$ cat src/rtl/pp_pkg.sv
// Shared types and constants for the PP stream blocks.
package pp_pkg;

  typedef enum logic [1:0] {
    PP_IDLE,
    PP_RUN,
    PP_DONE,
    PP_FAIL
  } pp_sink_state_e;

  // Fibonacci feedback taps 8,6,5,4 expressed as a bit mask over q[7:0].
  localparam logic [7:0] PP_LFSR_TAPS = 8'hB8;

endpackage

$ cat src/rtl/pp_stream_sink_if.sv
// Valid/ready byte-stream link between a PP stage (master) and a sink (slave).
// Handshake: a beat transfers on a posedge where ivalid && iready; the master holds
// idata stable while ivalid is high and iready is low, and iready never depends on ivalid.
interface pp_stream_sink_if #(
    parameter int DW = 8
);
    logic          ivalid;
    logic          iready;
    logic [DW-1:0] idata;

    modport master (output ivalid, output idata, input iready);
    modport slave  (input ivalid, input idata, output iready);
endinterface

$ cat src/rtl/pp_lfsr8.sv
// 8-bit Fibonacci LFSR (taps 8,6,5,4): synchronous load of a seed, otherwise steps when enabled.
module pp_lfsr8
    import pp_pkg::*;
(
    input  logic       clk,
    input  logic       rst,
    input  logic       load,
    input  logic [7:0] seed,
    input  logic       step,
    output logic [7:0] q
);
    logic [7:0] q_r;
    logic       fb;

    assign fb = ^(q_r & PP_LFSR_TAPS);
    assign q  = q_r;

    always_ff @(posedge clk) begin
        if (rst) begin
            q_r <= seed;
        end else if (load) begin
            q_r <= seed;
        end else if (step) begin
            q_r <= {q_r[6:0], fb};
        end
    end
endmodule

$ cat src/rtl/pp_stream_sink.sv
// Stream checker: accepts NUM_BEATS beats and compares them to an incrementing sequence.
// Define PP_SINK_STALL_EN to add LFSR-driven pseudo-random backpressure on iready.
module pp_stream_sink
    import pp_pkg::*;
#(
    parameter int           DW        = 8,
    parameter int           NUM_BEATS = 16,
    parameter logic [7:0]   LFSR_SEED = 8'hA5,
    localparam int          CW        = $clog2(NUM_BEATS + 1)
) (
    input  logic             clk,
    input  logic             rst,
    input  logic             start,
    input  logic [DW-1:0]    exp_base,
    pp_stream_sink_if.slave  s,
    output logic             busy,
    output logic             done,
    output logic             error,
    output logic [CW-1:0]    beat_cnt,
    output logic [DW-1:0]    err_data,
    output pp_sink_state_e   dbg_state
);
    pp_sink_state_e state_q, state_d;
    logic [DW-1:0]  expected_q, expected_d;
    logic [CW-1:0]  cnt_q, cnt_d;
    logic [DW-1:0]  err_q, err_d;
    logic           stall_ok;
    logic           accept;
    logic           start_ok;

    assign start_ok = (state_q != PP_RUN) && start;

`ifdef PP_SINK_STALL_EN
    logic [7:0] lfsr_q;

    pp_lfsr8 u_lfsr (
        .clk  (clk),
        .rst  (rst),
        .load (start_ok),
        .seed (LFSR_SEED),
        .step (state_q == PP_RUN),
        .q    (lfsr_q)
    );

    assign stall_ok = lfsr_q[0];
`else
    wire unused_seed = ^LFSR_SEED;

    assign stall_ok = 1'b1;
`endif

    // iready comes from registered state only, so no path from ivalid back to upstream.
    assign s.iready = (state_q == PP_RUN) && stall_ok;
    assign accept   = s.ivalid && s.iready;

    always_ff @(posedge clk) begin
        if (rst) begin
            state_q    <= PP_IDLE;
            expected_q <= '0;
            cnt_q      <= '0;
            err_q      <= '0;
        end else begin
            state_q    <= state_d;
            expected_q <= expected_d;
            cnt_q      <= cnt_d;
            err_q      <= err_d;
        end
    end

    always_comb begin
        state_d    = state_q;
        expected_d = expected_q;
        cnt_d      = cnt_q;
        err_d      = err_q;
        case (state_q)
            PP_RUN: begin
                if (accept) begin
                    if (s.idata == expected_q) begin
                        expected_d = expected_q + 1'b1;
                        cnt_d      = cnt_q + 1'b1;
                        if (cnt_q == CW'(NUM_BEATS - 1)) begin
                            state_d = PP_DONE;
                        end
                    end else begin
                        err_d   = s.idata;
                        state_d = PP_FAIL;
                    end
                end
            end
            default: begin
                if (start) begin
                    state_d    = PP_RUN;
                    expected_d = exp_base;
                    cnt_d      = '0;
                    err_d      = '0;
                end
            end
        endcase
    end

    assign busy      = (state_q == PP_RUN);
    assign done      = (state_q == PP_DONE);
    assign error     = (state_q == PP_FAIL);
    assign beat_cnt  = cnt_q;
    assign err_data  = err_q;
    assign dbg_state = state_q;
endmodule
$ cat src/flat_wrapper.sv
// flat-port wrapper written by rule: the top's interface ports become plain ports
module pp_stream_sink_flat import pp_pkg::*;
#(
    parameter int           DW        = 8,
    parameter int           NUM_BEATS = 16,
    parameter logic [7:0]   LFSR_SEED = 8'hA5,
    localparam int          CW        = $clog2(NUM_BEATS + 1)
)
  (clk, rst, start, exp_base, busy, done, error, beat_cnt, err_data, dbg_state, s_ivalid, s_idata, s_iready);
  pp_stream_sink_if #(.DW(DW)) s_i ();
  input  logic clk;
  input  logic rst;
  input  logic start;
  input  logic [DW-1:0] exp_base;
  output logic busy;
  output logic done;
  output logic error;
  output logic [CW-1:0] beat_cnt;
  output logic [DW-1:0] err_data;
  output pp_sink_state_e dbg_state;
  input wire logic [$bits(s_i.ivalid)-1:0] s_ivalid;
  input wire logic [$bits(s_i.idata)-1:0] s_idata;
  output wire logic [$bits(s_i.iready)-1:0] s_iready;
  assign s_i.ivalid = s_ivalid;
  assign s_i.idata = s_idata;
  assign s_iready = s_i.iready;
  pp_stream_sink #(.DW(DW), .NUM_BEATS(NUM_BEATS), .LFSR_SEED(LFSR_SEED)) u_core (.clk(clk), .rst(rst), .start(start), .exp_base(exp_base), .s(s_i), .busy(busy), .done(done), .error(error), .beat_cnt(beat_cnt), .err_data(err_data), .dbg_state(dbg_state));
endmodule
$ cat config.mk
export PLATFORM = sky130hd
export DESIGN_NAME = pp_stream_sink_flat
export DESIGN_NICKNAME = d
export VERILOG_FILES = /design/src/rtl/pp_pkg.sv /design/src/rtl/pp_stream_sink_if.sv /design/src/rtl/pp_lfsr8.sv /design/src/rtl/pp_stream_sink.sv /design/src/flat_wrapper.sv
export SDC_FILE = /design/constraint.sdc
export NUM_CORES = 1
export LEC_CHECK = 0
export BUFFER_PORTS_ARGS = -buffer_cell sky130_fd_sc_hd__buf_4
export CAP_MARGIN = 40
export CORE_ASPECT_RATIO = 1.5
export CORE_MARGIN = 5
export CORE_UTILIZATION = 50
export DETAILED_ROUTE_END_ITERATION = 16
export PLACE_DENSITY = 0.78
export REMOVE_ABC_BUFFERS = 1
export SYNTH_ARGS = -nofsm -noshare
export SYNTH_HDL_FRONTEND = slang
export SYNTH_SLANG_ARGS = --single-unit
$ cat constraint.sdc
create_clock -name clk -period 2.3 [get_ports clk]
set_input_delay 0.345 -clock clk [delete_from_list [all_inputs] [get_ports clk]]
set_output_delay 0.345 -clock clk [all_outputs]
set_load 0.005 [all_outputs]
==> results of run 1 <==
==> worst max path at each step <==
| stage | from | end | slack [ns] | depth (start not counted) |
|---|---|---|---|---|
| floorplan | u_core.dbg_state[0]$_SDFFE_PP0P_ | u_core.expected_q[5]$_SDFFE_PP0P_ | 0.09 | 6 |
| global placement | s_idata[5] | u_core.expected_q[5]$_SDFFE_PP0P_ | 0.36 | 7 |
| detailed placement | s_idata[5] | u_core.expected_q[5]$_SDFFE_PP0P_ | 0.30 | 7 |
| CTS | u_core.expected_q[5]$_SDFFE_PP0P_ | u_core.expected_q[3]$_SDFFE_PP0P_ | 0.37 | 6 |
| global route | u_core.expected_q[5]$_SDFFE_PP0P_ | u_core.expected_q[3]$_SDFFE_PP0P_ | 0.25 | 6 |
| finish | u_core.expected_q[5]$_SDFFE_PP0P_ | u_core.expected_q[3]$_SDFFE_PP0P_ | 0.38 | 6 |
==> worst min-delay path, delay by kind of cell <==
family,cells,cell delay (ns)
buf+inv,1,0.11
compound gates,1,0.06
simple gates,1,0.04
==> per-stage QoR <==
stage / setup slack, ns / util, % / power, mW / hold WS, ns / area (um2)
final: 0.3775 / 66.87 / 0.8162 / 0.2789 / 1657
after global routing: 0.2500 / 66.87 / 0.8574 / 0.2773 / 1657
after CTS: 0.3672 / 66.87 / 0.8238 / 0.2722 / 1657
after detailed placement: 0.3031 / 65.81 / 0.6337 / 0.4844 / 1630
after global placement: 0.3645 / 65.81 / 0.6288 / 0.4799 / 1630
after floorplan: 0.09064 / - / 0.5376 / 0.4141 / 1255
==> cell type report <==
class	count	area [um2]	area share [%]
Multi-Input combinational cell	127	783.3	47.28
Sequential cell	23	460.4	27.79
Timing Repair Buffer	46	345.3	20.85
Tap cell	24	30.03	1.813
Clock buffer	4	26.28	1.586
Inverter	3	11.26	0.6798
==> state kept, by name (all words and copies together), names as in the netlist <==
| register | count |
|---|---|
| u_core.expected_q | 8 |
| u_core.beat_cnt | 5 |
| u_core.dbg_state | 2 |
| u_core.err_data | 8 |
==> power groups by stage <==
stage          Combinational, mW  Clock [mW]  Sequential [mW]
2_1_floorplan             0.0918           0            0.446
3_3_place_gp               0.179           0            0.450
3_5_place_dp               0.183           0            0.451
4_1_cts                    0.183       0.199            0.442
5_1_grt                    0.199       0.212            0.446
6_report                   0.182       0.192            0.442
==> logic make-up after synthesis <==
logic type / count (synthesis) / synth area share (%)
fa+ha+maj: 3 / 2.860
simple gates: 82 / 33.46
xor+xnor: 8 / 5.339
flops: 23 / 35.08
buf+inv: 16 / 5.243
compound gates: 33 / 17.16
mux: 1 / 0.8579
==> per-layer routing <==
| metal | vias to the layer above | global-route usage [%] | routed length, um |
|---|---|---|---|
| li1 | 680 | - | - |
| met1 | 634 | 24.72 | 1562 |
| met2 | 41 | 32.87 | 1742 |
| met3 | 4 | 2.863 | 177 |
| met4 | 0 | 6.122 | 23 |
| met5 | - | 0 | 0 |
==> cells in the final DEF (no fill, tap or decap), types with 3 or more instances in the layout <==
cell      netlist  routed
a21oi_1         4       4
a311oi_1        3       3
a31oi_1        14      14
and2_1          4       4
buf_4           1      46
clkbuf_4        0       3
dfxtp_1        23      23
ha_1            3       3
nand2_1        26      26
nand3_1        26      26
nand4_1         3       3
nor2_1          6       6
o211ai_1        3       3
or3_1           4       4
xor2_1          8       8
==> impl_metrics.ini, run 1 <==
[flow_run]
drv_cap = 0

[sta]
period_needed_ns = 1.922
hold_viol_final = 0
finalSetupViolCount = 0
slew_viol_final = 0
fin_skew_ns = 0.004143
min_period_over_period_pct = 83.59
setup-tns-final_ns = 0
grt_setup_unrepaired = false
max_slew.worst_pin.slew_ns = 0.4243
max_freq_mhz = 520.2
slew_headroom_pct = 71.65

[setup_path]
cp.arrival_ns = 2.18
reg2regPathDepth = 6
end_kind = flop
cp.required_ns = 2.55
ff2ff_setup_slack_ns = 0.38
crit_fanout = 9
cp_cell_sequence = xor2_1, nor4_4, nand3_2, buf_4, or3_1, a31oi_1
path_delay_family = simple AND/OR/NAND/NOR gates
reg2reg_from = u_core.expected_q[5]$_SDFFE_PP0P_
worstSetupStartpointType = flop
r2r-end = u_core.expected_q[3]$_SDFFE_PP0P_
critPathKind = flop to flop
critPathMaxStageDelay_ns = 0.37
critPathSlowestCell = dfxtp_1
worst-path-buf-inv = 1

[logic_synthesis]
yosys_warnings = 0
synth-edff-count = 0
synth_top_area_share_pct = 35.08
syn_avg_cell_area_um2 = 7.907
synth-seq-cells = 23
ys_types = 37
synth_area_leaders = dfxtp_1, nand3_1, nand2_1, a31oi_1, xor2_1
synth.cell_area_um2 = 1313
ys_top_cells_by_count = nand2_1, nand3_1, dfxtp_1
synthCells = 166
synth_top_area_cell = dfxtp_1
async_flop_share_pct = 0
yosysSeqAreaShare_pct = 35.08
synth-main-ff-cell = dfxtp_1

[power_and_ir_drop]
p_clk_share_pct = 23.6
vdd_ir_drop_max_mv = 0.3342
combinationalPowerShare_pct = 22.3
p_leak_nw = 0.6543
p_sw_share_pct = 30.02
p_switching_mw = 0.2451
seqPwrFrac_pct = 54.2
p_int_mw = 0.5712
pwr_density_cell_nw_per_um2 = 492.7

[detailed_routing]
first_iter_violations = 50
wl_per_cell_um = 15.44
firstDrtPassIters = 4
vias = 1359
drt-total-wl_um = 3506
ant_nets = 0
drt-vias-per-instance = 5.987
drc_errors = 0

[hold_path]
hp-class = input pin to flop
min_to = u_core.expected_q[3]$_SDFFE_PP0P_
min_path_cells = 3
holdCritStartpoint = exp_base[3]

[clocking]
cts_buffer_depth = 2
cts_resized = 0
root_buffer = clkbuf_4
clk_pin_slew_ns = 0.13
cts_buffers = 3
hold_buffers = 0
ctsHtreeMaxLevel = 1
cts_setup_buffers = 0
insertion_delay_ns = 0.31
clock-sinks = 23
tritoncts = built

[finish]
n_antenna_cell = 0
final_cells = 227
fin_nets = 227
drive_gt1_share_pct = 28.08
syn_to_final_growth_pct = 26.22
fillers = 212

[floorplan]
die_h_um = 72.75
core_area_um2 = 2477
floorplan.initialDensity_pct = 52.98
fp.dieW_um = 51.84
core.rowCount = 22
io_pins = 39
die_area_um2 = 3771

[global_routing]
grt_max_degree = 24
grt_use_total_pct = 19.37
grt_pass1_wl_um = 5733
grt_pass1_vias = 1259
overflow = 0
antenna_found_initial = 0

[placed_design]
io_buffers = 38
place.gp.congestion = 0.8992
dp_hpwl_um = 2699
dpl.cell_count = 223

[outcome]
status = complete, no violations
Power figures use the tool's default switching activity.
==> run 2, diff against run 1 <==
CORE_UTILIZATION = 46   (was 50)
PLACE_DENSITY = 0.75   (was 0.78)
clock period = 1.67 ns   (was 2.3 ns; I/O delays follow)
==> run 2 against run 1 <==
The run now ends with setup timing left. Critical path depth did not move. Fmax rose by 7.2%. Non-clock buffer count rose by 20. First-iteration DRC count fell by 6.0%. Combinational power rose by 71%. Via count rose by 9.5%. Sequential cell count did not move. Worst hold slack got worse by 0.029 ns. Die area rose by 7.2%. Setup slack got worse by 0.50 ns.
==> impl_metrics.ini, run 2 (synthesis gave the netlist of run 1 again) <==
[outcome]
status = finished, violations left
violations = setup timing

[setup_path]
cp_cell_sequence = xor2_2, nor4_4, nand3_2, buf_6, or3_1, a31oi_1
cp.arrival_ns = 1.99
end_kind = flop
cp.required_ns = 1.87
critPathSlowestCell = or3_1
worstSetupStartpointType = flop
startpoint = u_core.expected_q[4]$_SDFFE_PP0P_
path_delay_family = simple AND/OR/NAND/NOR gates
worst-path-buf-inv = 1
reg2regPathDepth = 6
reg2reg_from = u_core.expected_q[4]$_SDFFE_PP0P_
crit_fanout = 7
worst-path-stages = 6
critPathKind = flop to flop
critPathMaxStageDelay_ns = 0.37

[clocking]
clk_pin_slew_ns = 0.08
cts_buffers = 3
root_buffer = clkbuf_8
ctsHtreeMaxLevel = 1
cts_buffer_depth = 2
clock-sinks = 23
insertion_delay_ns = 0.27
hold_buffers = 0
tritoncts = built

[power_and_ir_drop]
combinationalPowerShare_pct = 24.6
pwr_density_cell_nw_per_um2 = 663.0
vdd_ir_drop_max_mv = 0.5211
p_leak_nw = 0.7767
p_int_mw = 0.8973
p_switching_mw = 0.3695
p_sw_share_pct = 29.17
seqPwrFrac_pct = 47.2
p_clk_share_pct = 28.2

[finish]
n_antenna_cell = 0
fin_nets = 247
regArea_um2 = 464.2
drive_gt1_share_pct = 37.67
syn_to_final_growth_pct = 45.57
final_cells = 260
multi_input_area_um2 = 808.3
final_area_um2 = 1911
mostFrequentLayoutCell = buf_4
fillers = 225
final_cell_mix = buf_4, nand2_1, nand3_1

[global_routing]
grt_pass1_vias = 1528
overflow = 0
grt_use_total_pct = 22.04
grt_max_degree = 24
antenna_found_initial = 0
grt_pass1_wl_um = 6665

[floorplan]
core.rowCount = 23
io_pins = 39
die_area_um2 = 4044
fp.dieW_um = 53.62
die_h_um = 75.42
floorplan.initialDensity_pct = 48.52
core_area_um2 = 2705

[placed_design]
post_dp_cell_area_um2 = 1792
dp_hpwl_um = 3062
place.gp.congestion = 0.8402
io_buffers = 38
dpl.cell_count = 252

[detailed_routing]
drt-vias-per-instance = 5.723
first_iter_violations = 47
wl_per_cell_um = 15.57
vias = 1488
ant_nets = 0
firstDrtPassIters = 4
drt-total-wl_um = 4047
drc_errors = 0

[sta]
hold_ws_ns = 0.2502
max_freq_mhz = 557.8
fin_skew_ns = 0.008326
finalSetupViolCount = 13
period_needed_ns = 1.793
max_slew.worst_pin.slew_ns = 0.4373
slew_viol_final = 0
min_period_over_period_pct = 107.4
grt_setup_unrepaired = true
hold_viol_final = 0
setup_ws_ns = -0.1228
slew_headroom_pct = 70.77

[hold_path]
holdCritStartpoint = exp_base[3]
min_path_cells = 3
hp-class = input pin to flop

[flow_run]
drv_cap = 0
## run 2: cell types whose count changed in the layout (fill, tap and decap cells not counted), moves of 3 or more
cell,change
clkbuf_4,-3
buf_6,+4
buf_4,+14
dfxtp_2,+3
clkbuf_8,+3
dfxtp_1,-3
## run 2: path summary, 6_finish.rpt
path | endpoint | slack, ns
max | u_core.expected_q[3]$_SDFFE_PP0P_ | -0.12
min reg2reg | u_core.beat_cnt[4]$_SDFFE_PP0P_ | 0.50
max reg2reg | u_core.expected_q[3]$_SDFFE_PP0P_ | -0.12
min | u_core.expected_q[3]$_SDFFE_PP0P_ | 0.25
## run 2: power groups by stage
stage	clock network, mW	registers (mW)	logic, mW
after floorplan	0	0.614	0.126
after global placement	0	0.607	0.295
after detailed placement	0	0.608	0.303
after CTS	0.358	0.597	0.306
after global routing	0.383	0.602	0.339
final	0.357	0.598	0.311
## run 2: area by class of cell
cell class | instances | share of cell area, %
Clock buffer | 4 | 2.358
Sequential cell | 23 | 24.30
Multi-Input combinational cell | 127 | 42.31
Tap cell | 37 | 2.423
Timing Repair Buffer | 66 | 28.03
Inverter | 3 | 0.5894
## run 2: routing by layer
metal / share of wire, % / up-vias / track usage [%] / wire, um
met5: 0 / - / 0 / 0
met4: 1.5 / 0 / 11.08 / 59
met3: 5.8 / 5 / 3.327 / 236
met2: 55 / 61 / 40.79 / 2216
met1: 38 / 707 / 23.56 / 1534
li1: - / 715 / - / -
## run 2: what timing repair did
action,CTS,global route
buffers inserted,3,1
gates resized for setup,6,9
pin swaps,8,11
endpoints found under the setup margin,14,23
## run 2: stage by stage
stage	setup slack [ns]	total power, mW	util (%)	setup TNS, ns
global placement	-0.09983	0.9021	66.24	-0.4486
detailed placement	-0.1849	0.9109	66.24	-1.192
finish	-0.1228	1.267	70.63	-0.8497
floorplan	-0.5394	0.7404	-	-3.837
CTS	-0.08836	1.261	69.24	-0.5005
global route	-0.2172	1.325	70.63	-2.685
## run 2: worst min-delay path: stages
cell	delay [ns]
buf_4	0.07
nand2_1	0.04
a31oi_1	0.11
